===== config.mk =====
export PLATFORM = sky130hd
export DESIGN_NAME = program_rom_loader_flat
export DESIGN_NICKNAME = d
export VERILOG_FILES = /design/src/rtl/program_rom_loader_if.sv /design/src/rtl/program_rom_loader.sv /design/src/flat_wrapper.sv
export SDC_FILE = /design/constraint.sdc
export NUM_CORES = 1
export LEC_CHECK = 0
export CORE_MARGIN = 3
export CORE_UTILIZATION = 54
export DETAILED_ROUTE_END_ITERATION = 8
export GPL_ROUTABILITY_DRIVEN = 0
export GPL_TIMING_DRIVEN = 0
export HOLD_SLACK_MARGIN = 0.05
export PLACE_DENSITY_LB_ADDON = 0.3
export SYNTH_ARGS = -nofsm -noshare
export SYNTH_HDL_FRONTEND = slang
export SYNTH_SLANG_ARGS = --single-unit

===== constraint.sdc =====
create_clock -name Clock -period 2.92 [get_ports Clock]
set_input_delay 0.292 -clock Clock [delete_from_list [all_inputs] [get_ports Clock]]
set_output_delay 0.292 -clock Clock [all_outputs]
set_load 0.02 [all_outputs]

===== src/rtl/program_rom_loader_if.sv =====
// Byte-stream input and instruction-RAM write port of the program ROM loader.
// A byte moves only in a cycle where iByteValid and oByteReady are both high; oWriteEnable is a one-cycle strobe.
interface program_rom_loader_if #(
    parameter int ADDR_WIDTH = 8
);
    logic [7:0]            iByte;
    logic                  iByteValid;
    logic                  oByteReady;
    logic                  oWriteEnable;
    logic [ADDR_WIDTH-1:0] oWriteAddress;
    logic [27:0]           oWriteData;

    modport master (
        output iByte,
        output iByteValid,
        input  oByteReady,
        input  oWriteEnable,
        input  oWriteAddress,
        input  oWriteData
    );

    modport slave (
        input  iByte,
        input  iByteValid,
        output oByteReady,
        output oWriteEnable,
        output oWriteAddress,
        output oWriteData
    );
endinterface


===== src/rtl/program_rom_loader.sv =====
// Fills the MiniAlu instruction RAM from a length-prefixed byte stream with a trailing XOR checksum,
// holding the core in reset until a load finishes cleanly.
module program_rom_loader #(
    parameter int ADDR_WIDTH = 8
) (
    input  logic                       Clock,
    input  logic                       Reset,
    input  logic                       iStart,
    program_rom_loader_if.slave        bus,
    output logic                       oCpuReset,
    output logic                       oDone,
    output logic                       oError,
    output logic [2:0]                 oDebugState
);
    localparam logic [16:0] DEPTH = 17'(2 ** ADDR_WIDTH);

    typedef enum logic [2:0] {
        IDLE   = 3'd0,
        LEN_LO = 3'd1,
        LEN_HI = 3'd2,
        DATA   = 3'd3,
        CHK    = 3'd4,
        DONE   = 3'd5,
        ERROR  = 3'd6
    } state_t;

    state_t                state_q, state_d;
    logic                  ready_q;
    logic                  we_q;
    logic [ADDR_WIDTH-1:0] addr_q;
    logic [27:0]           data_q;
    logic                  cpu_reset_q;
    logic                  done_q;
    logic                  error_q;
    logic [7:0]            len_lo_q;
    logic [15:0]           len_q;
    logic [15:0]           word_cnt_q;
    logic [1:0]            byte_cnt_q;
    logic [7:0]            chk_q;
    logic [23:0]           asm_q;

    logic        accept;
    logic [15:0] n_word;
    logic        last_byte;
    logic        last_word;
    logic        clear;

    assign accept    = bus.iByteValid & ready_q;
    assign n_word    = {bus.iByte, len_lo_q};
    assign last_byte = (byte_cnt_q == 2'd3);
    assign last_word = (word_cnt_q == (len_q - 16'd1));
    assign clear     = iStart && (state_q == IDLE || state_q == DONE || state_q == ERROR);

    always_comb begin
        state_d = state_q;
        case (state_q)
            IDLE:   if (iStart) state_d = LEN_LO;
            LEN_LO: if (accept) state_d = LEN_HI;
            LEN_HI: begin
                if (accept) begin
                    if ({1'b0, n_word} > DEPTH) state_d = ERROR;
                    else if (n_word == 16'd0)   state_d = CHK;
                    else                        state_d = DATA;
                end
            end
            DATA:   if (accept && last_byte && last_word) state_d = CHK;
            CHK:    if (accept) state_d = (bus.iByte == chk_q) ? DONE : ERROR;
            DONE,
            ERROR:  if (iStart) state_d = LEN_LO;
            default: state_d = IDLE;
        endcase
    end

    // Status outputs are registered from the next state so they track the FSM one edge later.
    always_ff @(posedge Clock) begin
        if (Reset) begin
            state_q     <= IDLE;
            ready_q     <= 1'b0;
            we_q        <= 1'b0;
            addr_q      <= '0;
            data_q      <= '0;
            cpu_reset_q <= 1'b1;
            done_q      <= 1'b0;
            error_q     <= 1'b0;
            len_lo_q    <= '0;
            len_q       <= '0;
            word_cnt_q  <= '0;
            byte_cnt_q  <= '0;
            chk_q       <= '0;
            asm_q       <= '0;
        end else begin
            state_q     <= state_d;
            ready_q     <= (state_d inside {LEN_LO, LEN_HI, DATA, CHK});
            cpu_reset_q <= (state_d != DONE);
            done_q      <= (state_d == DONE);
            error_q     <= (state_d == ERROR);
            we_q        <= 1'b0;

            if (clear) begin
                len_lo_q   <= '0;
                len_q      <= '0;
                word_cnt_q <= '0;
                byte_cnt_q <= '0;
                chk_q      <= '0;
                asm_q      <= '0;
            end

            if (accept) begin
                case (state_q)
                    LEN_LO: len_lo_q <= bus.iByte;
                    LEN_HI: len_q    <= n_word;
                    DATA: begin
                        chk_q      <= chk_q ^ bus.iByte;
                        byte_cnt_q <= byte_cnt_q + 2'd1;
                        case (byte_cnt_q)
                            2'd0: asm_q[7:0]   <= bus.iByte;
                            2'd1: asm_q[15:8]  <= bus.iByte;
                            2'd2: asm_q[23:16] <= bus.iByte;
                            default: begin
                                // Upper nibble of the 4th byte is dropped from the word, not from the checksum.
                                we_q       <= 1'b1;
                                addr_q     <= word_cnt_q[ADDR_WIDTH-1:0];
                                data_q     <= {bus.iByte[3:0], asm_q};
                                word_cnt_q <= word_cnt_q + 16'd1;
                            end
                        endcase
                    end
                    default: ;
                endcase
            end
        end
    end

    assign bus.oByteReady    = ready_q;
    assign bus.oWriteEnable  = we_q;
    assign bus.oWriteAddress = addr_q;
    assign bus.oWriteData    = data_q;
    assign oCpuReset         = cpu_reset_q;
    assign oDone             = done_q;
    assign oError            = error_q;
    assign oDebugState       = state_q;
endmodule


===== src/flat_wrapper.sv =====
// flat-port wrapper written by rule: the top's interface ports become plain ports
module program_rom_loader_flat 
#(
    parameter int ADDR_WIDTH = 8
)
  (Clock, Reset, iStart, oCpuReset, oDone, oError, oDebugState, bus_iByte, bus_iByteValid, bus_oByteReady, bus_oWriteEnable, bus_oWriteAddress, bus_oWriteData);
  program_rom_loader_if #(.ADDR_WIDTH(ADDR_WIDTH)) bus_i ();
  input  logic Clock;
  input  logic Reset;
  input  logic iStart;
  output logic oCpuReset;
  output logic oDone;
  output logic oError;
  output logic [2:0] oDebugState;
  input wire logic [$bits(bus_i.iByte)-1:0] bus_iByte;
  input wire logic [$bits(bus_i.iByteValid)-1:0] bus_iByteValid;
  output wire logic [$bits(bus_i.oByteReady)-1:0] bus_oByteReady;
  output wire logic [$bits(bus_i.oWriteEnable)-1:0] bus_oWriteEnable;
  output wire logic [$bits(bus_i.oWriteAddress)-1:0] bus_oWriteAddress;
  output wire logic [$bits(bus_i.oWriteData)-1:0] bus_oWriteData;
  assign bus_i.iByte = bus_iByte;
  assign bus_i.iByteValid = bus_iByteValid;
  assign bus_oByteReady = bus_i.oByteReady;
  assign bus_oWriteEnable = bus_i.oWriteEnable;
  assign bus_oWriteAddress = bus_i.oWriteAddress;
  assign bus_oWriteData = bus_i.oWriteData;
  program_rom_loader #(.ADDR_WIDTH(ADDR_WIDTH)) u_core (.Clock(Clock), .Reset(Reset), .iStart(iStart), .bus(bus_i), .oCpuReset(oCpuReset), .oDone(oDone), .oError(oError), .oDebugState(oDebugState));
endmodule

==> results.tsv, run 1 <==
metric	value	unit
critical path endpoint category	flip-flop	
global-route wire length before repair	23.2	mm
proportion of layout cells with a drive suffix above 1	9.08	%
antenna diode instance count	0	
Worst-Skew Late Latency	0.52	ns
GRT met3 Usage	6.25	%
most instantiated flip-flop cell in the synthesis netlist	sky130_fd_sc_hd__dfxtp_1	
layer with the highest usage after global routing	met2	
DRC	0	
count of yosys warnings during synthesis	0	
run status	finished, final reports clean	
I/O pin total	56	
count of TritonRoute iterations in the first routing pass	7	
top achievable clock speed	350	MHz
largest net degree at the start of global routing	17	
total congestion overflow	0	
final critical-path share of the clock period	98.0	%
number of global-route vias before repair	4842	
P per Cell Area	551	nW/um^2
pins over their slew limit	0	
cell type with the highest aggregate area in the netlist	sky130_fd_sc_hd__dfxtp_1	
HPWL after DPL	10.0	mm
met2 track demand over resource	41.9	%
number of standard cells in the final layout excluding fillers	904	
Starting Density	55.7	%
worst hold path type	in -> reg	
I/O Buffers	48	
final hold slack	0.239	ns
stage delay of the slowest cell on the critical path	0.55	ns
instance count after placement with tap cells included	869	
initial antenna violation count	0	
unrepaired setup endpoints after global routing	true	
number of core rows	36	
register bit total from synthesis	118	
critical path cell sequence	inv_1 > ha_4 > or4b_4 > a31oi_4 > a31oi_2 > a2111oi_4 > nand4bb_1 > o31ai_4 > nand2b_4 > or2_1	
data arrival time of the critical path	3.27	ns
area of the core	9770	um^2
required time of the worst setup path	3.33	ns
share of the synthesized area in the top cell type	43.4	%
clock buffer count from CTS	17	
Synth top cells by count	sky130_fd_sc_hd__nand2_1, sky130_fd_sc_hd__dfxtp_1, sky130_fd_sc_hd__a21oi_1, sky130_fd_sc_hd__nand3_1, sky130_fd_sc_hd__clkbuf_1	
area of the multi-input gates	2910	um^2
leakage power figure	2.20	nW
vias per cell	5.71	
post-route ant nets	0	
DIE AREA	11300	um^2
CP startpoint kind	flip-flop	
GRT Overall Usage	25.8	%
Yosys cell types	62	
max-cap viol count	0	
sequential area share after synthesis	43.4	%
post-synthesis average cell area	7.91	um^2
TritonCTS clock tree	built	
number of nets at the end of the flow	778	
CTS max path bufs	2	
Die Width	106	um
number of hold violations in the final report	0	
library cell with the highest instance count after synthesis	sky130_fd_sc_hd__nand2_1	
count of flip-flops with a built-in enable after synthesis	0	
synthesized instance count	688	
Synth-to-Final Area Change	23.9	%
Die Span Y	106	um
Syn Std Cell Area	5440	um^2
largest driver fanout on the critical path	7	
slew margin rel.	37.7	%
average wire per cell in the routed design	16.3	um
Total Routed Length	14.8	mm
worst setup path category	reg -> reg	
register area	2360	um^2
Worst path slowest cell	sky130_fd_sc_hd__or4b_4	
CTS clock-pin slew for the worst setup and hold paths	0.06	ns
top post-synthesis cells by area	sky130_fd_sc_hd__dfxtp_1, sky130_fd_sc_hd__nand2_1, sky130_fd_sc_hd__a21oi_1	
Synth Net Count	707	
final setup violation count	0	
share of the core filled with cells	69.0	%
clock period minus worst slack	2.86	ns
Clk Tree Root Cell	sky130_fd_sc_hd__clkbuf_8	
IR Drop Worst-Case VDD	323	uV
TritonCTS Sinks	118	
met1 demand-to-capacity share in global routing	32.3	%
Worst Skew	0.00732	ns
violation count after the first detailed-route iteration	479	
Worst Max-Slew Pin Slew	0.928	ns
fraction of registers with async set or reset after synthesis	0	%
total via count in the routed design	5164	
Filler cells	768	
H-Tree Depth	4	
-- metrics by stage --
| stage | setup WS, ns | total power [mW] | instance area (um^2) | setup TNS, ns |
|---|---|---|---|---|
| after CTS | 0.0146 | 3.72 | 6680 | 0 |
| after detailed placement | -0.248 | 1.84 | 6090 | -0.924 |
| final | 0.0595 | 3.71 | 6740 | 0 |
| after global placement | -0.0734 | 1.84 | 6090 | -0.499 |
| after global routing | -0.0383 | 3.81 | 6740 | -0.0487 |
| after floorplan | 0.320 | 1.78 | 5440 | 0 |
-- state kept, by name (all words and copies together), names as in the netlist --
name / cells
u_core.byte_cnt_q: 2
u_core.asm_q: 24
u_core.bus.oWriteEnable: 1
u_core.oDone: 1
u_core.len_q: 16
u_core.bus.oWriteData: 28
u_core.word_cnt_q: 16
u_core.chk_q: 8
u_core.oDebugState: 3
u_core.oCpuReset: 1
u_core.len_lo_q: 8
u_core.bus.oByteReady: 1
u_core.oError: 1
u_core.bus.oWriteAddress: 8
-- layer usage --
metal,routed length (um),share of wire [%]
met2,7070,48
met3,1200,8.1
met1,6020,41
met5,0,0
met4,475,3.2
-- area by class of cell --
type                            instances  share of cell area, %
Tap cell                              133                   2.47
Inverter                                9                  0.501
Clock buffer                           17                   6.14
Clock inverter                         14                   1.89
Sequential cell                       118                   35.1
Timing Repair Buffer                   53                   7.69
Multi-Input combinational cell        511                   43.2
Buffer                                 49                   3.03
-- placed cells by master, fill, tap and decap left out, types with 3 or more instances in the layout --
cell type / netlist / routed
sky130_fd_sc_hd__inv_6: 0 / 3
sky130_fd_sc_hd__clkdlybuf4s50_1: 0 / 48
sky130_fd_sc_hd__clkinvlp_4: 0 / 4
sky130_fd_sc_hd__nand2_1: 152 / 152
sky130_fd_sc_hd__clkbuf_1: 41 / 39
sky130_fd_sc_hd__dfxtp_1: 118 / 116
sky130_fd_sc_hd__a31oi_1: 5 / 3
sky130_fd_sc_hd__buf_1: 5 / 5
sky130_fd_sc_hd__ha_1: 7 / 6
sky130_fd_sc_hd__and2_1: 5 / 5
sky130_fd_sc_hd__or3_1: 3 / 3
sky130_fd_sc_hd__buf_4: 3 / 8
sky130_fd_sc_hd__inv_1: 9 / 8
sky130_fd_sc_hd__o21ai_1: 3 / 3
sky130_fd_sc_hd__clkinv_4: 0 / 3
sky130_fd_sc_hd__xnor2_1: 21 / 20
sky130_fd_sc_hd__o21ai_0: 13 / 13
sky130_fd_sc_hd__a21oi_1: 96 / 96
sky130_fd_sc_hd__and3_1: 4 / 4
sky130_fd_sc_hd__nor3_1: 11 / 10
sky130_fd_sc_hd__nand3_1: 60 / 60
sky130_fd_sc_hd__nor2_1: 36 / 35
sky130_fd_sc_hd__nand4_1: 7 / 7
sky130_fd_sc_hd__clkinv_2: 0 / 3
sky130_fd_sc_hd__xor2_1: 16 / 16
sky130_fd_sc_hd__o31ai_1: 3 / 3
sky130_fd_sc_hd__nand2b_1: 4 / 4
sky130_fd_sc_hd__clkbuf_16: 0 / 16
sky130_fd_sc_hd__nand3b_1: 12 / 12
-- critical path, delay by kind of cell (launching register included) --
family | cells | cell delay, ns
AO/OA/AOI/OAI | 4 | 0.98
adder cells (fa/ha/maj) | 1 | 0.16
buffers and inverters | 1 | 0.10
flip-flops | 1 | 0.35
AND/OR/NAND/NOR | 4 | 1.15
-- power breakdown --
part | total [mW] | internal (mW) | switching [mW]
Clock | 1.90 | 1.13 | 0.775
Sequential | 1.63 | 1.62 | 0.00896
Combinational | 0.187 | 0.0502 | 0.137
-- worst paths after layout --
check	start	to	slack, ns	depth (start not counted)
setup / recovery	u_core.len_q[1]	u_core.oCpuReset	0.06	10
setup reg to reg	u_core.len_q[1]	u_core.oCpuReset	0.06	10
hold / removal	bus_iByte[7]	u_core.len_lo_q[7]	0.24	3
hold reg to reg	u_core.bus.oWriteData[7]	u_core.bus.oWriteData[7]	0.45	2
-- cells by family after synthesis --
| logic type | synth area share, % |
|---|---|
| AO/OA/AOI/OAI | 16.0 |
| XOR/XNOR | 5.96 |
| adder cells (fa/ha/maj) | 1.61 |
| buffers and inverters | 4.42 |
| flip-flops | 43.4 |
| multiplexers | 0.414 |
| AND/OR/NAND/NOR | 28.2 |
-- repair_timing --
item | in CTS | in global routing
endpoints found under the setup margin | 5 | 16
pin swaps | 3 | 5
gates resized for setup | 5 | 14
setup buffers | 3 | 2
hold buffers | 0 | 0
gates cloned | 0 | 0
(Power assumes the default switching activity.)
==> run 2, diff against run 1 <==
--- a/config.mk
+++ b/config.mk
@@ -5,8 +5,10 @@
 export SDC_FILE = /design/constraint.sdc
 export NUM_CORES = 1
 export LEC_CHECK = 0
+export CAP_MARGIN = 20
 export CORE_MARGIN = 3
 export CORE_UTILIZATION = 54
+export CTS_CLUSTER_DIAMETER = 200
 export DETAILED_ROUTE_END_ITERATION = 8
 export GPL_ROUTABILITY_DRIVEN = 0
 export GPL_TIMING_DRIVEN = 0
==> results of run 2 <==
Same layout as run 1: the final DEF is identical, and so are final timing and power.
